**config.mk**
```make
export PLATFORM = sky130hd
export DESIGN_NAME = mem_block_copier
export DESIGN_NICKNAME = d
export VERILOG_FILES = /design/src/rtl/mem_block_copier.sv
export SDC_FILE = /design/constraint.sdc
export NUM_CORES = 1
export LEC_CHECK = 0
export BUFFER_PORTS_ARGS = -buffer_cell sky130_fd_sc_hd__clkbuf_2
export CORE_MARGIN = 2
export CORE_UTILIZATION = 54
export DETAILED_ROUTE_END_ITERATION = 12
export MAX_ROUTING_LAYER = met4
export PLACE_DENSITY = 0.82
export SYNTH_ARGS = -nofsm -noshare
export SYNTH_HDL_FRONTEND = slang
export SYNTH_SLANG_ARGS = --single-unit
```
**constraint.sdc**
```tcl
create_clock -name clk -period 2.5 [get_ports clk]
set_input_delay 0.75 -clock clk [delete_from_list [all_inputs] [get_ports clk]]
set_output_delay 0.75 -clock clk [all_outputs]
set_load 0.03 [all_outputs]
```
**src/rtl/mem_block_copier.sv**
```systemverilog
// mem_block_copier: copies a byte block inside the 32x8 data memory.
// Ports: start/src/dst/length/abort in; busy/done/aborted/checksum out;
//        mem_address/mem_write_data/mem_write out, mem_read_data in.
module mem_block_copier #(
  parameter int ADDR_W = 8,
  parameter int DATA_W = 8
) (
  input  logic              clk,
  input  logic              reset,
  input  logic              start,
  input  logic [ADDR_W-1:0] src_addr,
  input  logic [ADDR_W-1:0] dst_addr,
  input  logic [ADDR_W-1:0] length,
  input  logic              abort,
  output logic              busy,
  output logic              done,
  output logic              aborted,
  output logic [DATA_W-1:0] checksum,
  output logic [ADDR_W-1:0] mem_address,
  output logic [DATA_W-1:0] mem_write_data,
  output logic              mem_write,
  input  logic [DATA_W-1:0] mem_read_data
);

  typedef enum logic [1:0] {
    S_IDLE,
    S_READ,
    S_WRITE,
    S_DONE
  } state_t;

  state_t            r_state;
  logic [ADDR_W-1:0] r_src;
  logic [ADDR_W-1:0] r_dst;
  logic [ADDR_W-1:0] r_rem;
  logic [DATA_W-1:0] r_data;
  logic [DATA_W-1:0] r_sum;
  logic              r_busy;
  logic              r_done;
  logic              r_aborted;

  logic w_rd;
  logic w_wr;

  always_ff @(posedge clk or posedge reset) begin
    if (reset) begin
      r_state   <= S_IDLE;
      r_src     <= '0;
      r_dst     <= '0;
      r_rem     <= '0;
      r_data    <= '0;
      r_sum     <= '0;
      r_busy    <= 1'b0;
      r_done    <= 1'b0;
      r_aborted <= 1'b0;
    end else begin
      r_done <= 1'b0;
      unique case (r_state)
        S_IDLE: begin
          if (start) begin
            r_src     <= src_addr;
            r_dst     <= dst_addr;
            r_rem     <= length;
            r_sum     <= '0;
            r_aborted <= 1'b0;
            r_busy    <= 1'b1;
            if (length == '0) begin
              r_state <= S_DONE;
              r_done  <= 1'b1;
            end else begin
              r_state <= S_READ;
            end
          end
        end
        S_READ: begin
          if (abort) begin
            r_state   <= S_DONE;
            r_done    <= 1'b1;
            r_aborted <= 1'b1;
          end else begin
            r_data  <= mem_read_data;
            r_state <= S_WRITE;
          end
        end
        S_WRITE: begin
          if (abort) begin
            r_state   <= S_DONE;
            r_done    <= 1'b1;
            r_aborted <= 1'b1;
          end else begin
            r_sum <= r_sum + r_data;
            r_src <= r_src + ADDR_W'(1);
            r_dst <= r_dst + ADDR_W'(1);
            r_rem <= r_rem - ADDR_W'(1);
            if (r_rem == ADDR_W'(1)) begin
              r_state <= S_DONE;
              r_done  <= 1'b1;
            end else begin
              r_state <= S_READ;
            end
          end
        end
        S_DONE: begin
          r_state <= S_IDLE;
          r_busy  <= 1'b0;
        end
        default: begin
          r_state <= S_IDLE;
          r_busy  <= 1'b0;
        end
      endcase
    end
  end

  assign w_rd = (r_state == S_READ);
  assign w_wr = (r_state == S_WRITE);

  // abort must suppress the write in the very cycle it appears
  assign mem_write      = w_wr & ~abort;
  assign mem_address    = w_rd ? r_src : (w_wr ? r_dst : '0);
  assign mem_write_data = w_wr ? r_data : '0;

  assign busy     = r_busy;
  assign done     = r_done;
  assign aborted  = r_aborted;
  assign checksum = r_sum;

endmodule

```
==> flow_metrics.env <==
export IMPL_outcome="complete, no violations"
export IMPL_finalCritPeriodShare_pct=95.2
export IMPL_detail_route_wl_per_cell_microns=14.2
export IMPL_yosys_area_top_type_share_pct=40.2
export IMPL_avgViaCountPerCell=5.59
export IMPL_core_area_sq_um=5040
export IMPL_setup_ws_ns=0.120
export IMPL_tightest_slew_ns=0.816
export IMPL_area_growth_pct=21.1
export IMPL_antenna_left=0
export IMPL_cts_buffer_depth=2
export IMPL_numCtsBuffers=5
export IMPL_dieArea_sq_um=5780
export IMPL_antennaDiodeCount=0
export IMPL_io_buffer_count=63
export IMPL_dpl_hpwl_mm=4.78
export IMPL_std_cell_rows=26
export IMPL_ys_top_cells_by_count="49 x nand2_1, 45 x dfrtp_1, 34 x a21oi_1, 34 x o21ai_0, 16 x ha_1"
export IMPL_setup_violations=0
export IMPL_maxSlewViolCount=0
export IMPL_max_slew_margin_rel_pct=45.3
export IMPL_die_h_microns=76.0
export IMPL_cp_required_ns=1.75
export IMPL_power_internal_mw=2.67
export IMPL_cts_tree="yes"
export IMPL_remaining_drc_errors=0
export IMPL_cts_root_buf="clkbuf_8"
export IMPL_clock_fmax_mhz=420
export IMPL_antenna_found_initial=0
export IMPL_nFillCells=406
export IMPL_htree_num_levels=2
export IMPL_ys_types=44
export IMPL_synth_cells=317
export IMPL_synth_seq_area_share_pct=40.2
export IMPL_ys_async_sr_fraction_pct=100
export IMPL_cp_max_fo=9
export IMPL_drt_total_wl_mm=6.47
export IMPL_rsz0062_at_grt="no"
export IMPL_finalWorstPathRequiredPeriod_ns=2.38
export IMPL_path_class="reg -> out"
export IMPL_drive_above_1_share_pct=27.1
export IMPL_pre_cts_slack_ns=0.432
export IMPL_synth_flop_cell="dfrtp_1"
export IMPL_hold_slack_ns=0.481
export IMPL_stdcell_count=454
export IMPL_vdd_ir_drop_worst_mv=1.00
export IMPL_start_util_pct=55.6
export IMPL_finalSetupTns_ns=0
export IMPL_drt_first_pass_iters=4
export IMPL_yosysMostFrequentCell="nand2_1"
export IMPL_final_area_sq_um=3390
export IMPL_fp_dieW_microns=76.0
export IMPL_skew_ns=0.0108
export IMPL_ys_ff_latch=45
export IMPL_sequentialPowerShare_pct=29.0
export IMPL_yosys_area_top_type="dfrtp_1"
export IMPL_final_nets=436
export IMPL_cp_start_kind="flip-flop"
export IMPL_grt_pass1_vias=2480
export IMPL_clock_sinks=45
export IMPL_netSwitchingPower_mw=2.42
export IMPL_hold_buffers=0
export IMPL_swShare_pct=47.6
export IMPL_place_gp_congestion=0.859
export IMPL_synth_avg_cell_area_sq_um=8.84
export IMPL_dp_cells=446
export IMPL_globalRoute_totalOverflow=0
export IMPL_yosysWarningCount=0
export IMPL_synth_edf_count=0
export IMPL_hp_class="in -> async"
export IMPL_vias=2538
export IMPL_syn_num_nets=370
export IMPL_finalHoldViolations=0
export IMPL_p_leak_nw=1.58
export IMPL_placed_cell_area_sq_um=3270
export IMPL_cap_violations=0
export IMPL_power_frac_comb_pct=59.8
export IMPL_power_density_nw_per_um2=1500
export IMPL_end_kind="output port"
export IMPL_grt_max_degree=34
export IMPL_yosys_top_cells_area="dfrtp_1 40%, ha_1 7.1%, nand2_1 6.6%, a21oi_1 6.1%, o21ai_0 6.1%"
export IMPL_worstSkewPairLatency_ns=0.29
export IMPL_grtUsageTotal_pct=23.8
export IMPL_io_pins=64
export IMPL_drtIter0Drc=129
export IMPL_netlist_area_sq_um=2800
export IMPL_worstPathArrival_ns=1.63
export IMPL_clockPowerShare_pct=11.2
export IMPL_path_clk_slew_ns=0.09
export IMPL_grt_pass1_wl_mm=11.0
layout make-up:
| type | instances | area, sq um | share of cell area (%) |
|---|---|---|---|
| Inverter | 8 | 30.0 | 0.885 |
| Clock inverter | 1 | 30.0 | 0.885 |
| Tap cell | 70 | 87.6 | 2.58 |
| Multi-Input combinational cell | 247 | 1580 | 46.5 |
| Clock buffer | 7 | 86.3 | 2.54 |
| Sequential cell | 45 | 1130 | 33.2 |
| Timing Repair Buffer | 76 | 457 | 13.5 |
metrics by stage:
stage | util (%) | power, mW
floorplan | - | 3.71
global placement | 64.9 | 4.39
detailed placement | 64.9 | 4.51
CTS | 67.2 | 5.09
global route | 67.3 | 5.51
finish | 67.3 | 5.09
per-layer routing:
metal  up-vias  part of all wire [%]  routed length, microns  GRT usage [%]
met5         -                     0                       0              -
met4         0                  0.94                      61           5.82
met3         7                   3.9                     249           4.03
met2        57                    49                    3200           39.9
met1      1203                    46                    2960           30.3
li1       1271                     -                       -              -
flip-flops by register name, summed over array words and instances, names as in the netlist:
name and cells:
r_dst 8, r_state 2, r_src 8, checksum 8, busy 1, r_rem 8
aborted 1, done 1, r_data 8
what timing repair did:
| item | in CTS | in global routing |
|---|---|---|
| resized for setup | 0 | 6 |
| hold endpoints to repair | 0 | 0 |
| setup buffers | 0 | 0 |
| setup endpoints to repair | 0 | 3 |
path summary, 6_finish.rpt:
| path | start | to | slack [ns] | depth (start not counted) |
|---|---|---|---|---|
| hold reg to reg | busy$_DFFE_PP0P_ | busy$_DFFE_PP0P_ | 0.49 | 2 |
| hold / removal | reset | r_src[2]$_DFFE_PP0P_ | 0.48 | 2 |
| setup / recovery | r_state[0]$_DFFE_PP0P_ | mem_write | 0.12 | 5 |
| max in group asynchronous | reset | r_rem[4]$_DFFE_PP0P_ | 1.47 | 3 |
| setup reg to reg | checksum[0]$_DFFE_PP0P_ | checksum[6]$_DFFE_PP0P_ | 0.41 | 7 |
| min in group clk | busy$_DFFE_PP0P_ | busy$_DFFE_PP0P_ | 0.49 | 2 |
cells in the final DEF, fill, tap and decap left out, types with 2 or more instances in the layout:
cell | netlist | final
mux2i_1 | 7 | 7
ha_1 | 16 | 15
nor2_1 | 11 | 11
buf_4 | 0 | 10
a211oi_1 | 2 | 2
nor2b_1 | 4 | 4
o21ai_0 | 34 | 26
buf_2 | 5 | 2
nor4_1 | 2 | 2
o21ai_1 | 3 | 6
dfrtp_1 | 45 | 45
o211ai_1 | 2 | 2
o22ai_1 | 9 | 9
xnor2_1 | 4 | 4
nand2_1 | 49 | 49
o21ai_2 | 1 | 6
clkbuf_8 | 2 | 6
nand4_1 | 2 | 2
inv_1 | 8 | 7
a21oi_1 | 34 | 34
nand3_1 | 12 | 12
nand2b_1 | 3 | 3
a31oi_1 | 3 | 3
xor2_1 | 2 | 2
clkbuf_2 | 0 | 60
and2_1 | 9 | 9
nor3_1 | 3 | 3
a21o_1 | 3 | 3
buf_12 | 0 | 3
a22o_1 | 8 | 8
mux2_2 | 8 | 8
a2bb2oi_1 | 3 | 3
critical path, stage by stage (launching register included):
cell      delay (ns)
dfrtp_1         0.42
inv_1           0.12
ha_2            0.23
buf_4           0.17
nor2b_1         0.17
clkbuf_2        0.23
cell families (layout without fill, tap and decap cells):
group                    Yosys count  count (layout)  synth area share [%]
multiplexers                      15              15                  5.71
XOR/XNOR                           6               6                  1.87
adder cells (fa/ha/maj)           17              17                  7.86
AO/OA/AOI/OAI                    106             106                  22.2
buffers and inverters             25              92                  4.29
flip-flops                        45              45                  40.2
AND/OR/NAND/NOR                  103             103                  17.9
power by group through the flow:
stage / registers, mW / logic (mW) / clock network [mW]
after floorplan: 1.55 / 2.16 / 0
after global placement: 1.46 / 2.93 / 0
after detailed placement: 1.48 / 3.03 / 0
after CTS: 1.47 / 3.04 / 0.583
after global routing: 1.53 / 3.36 / 0.618
final: 1.47 / 3.05 / 0.570
(Power assumes the default switching activity.)
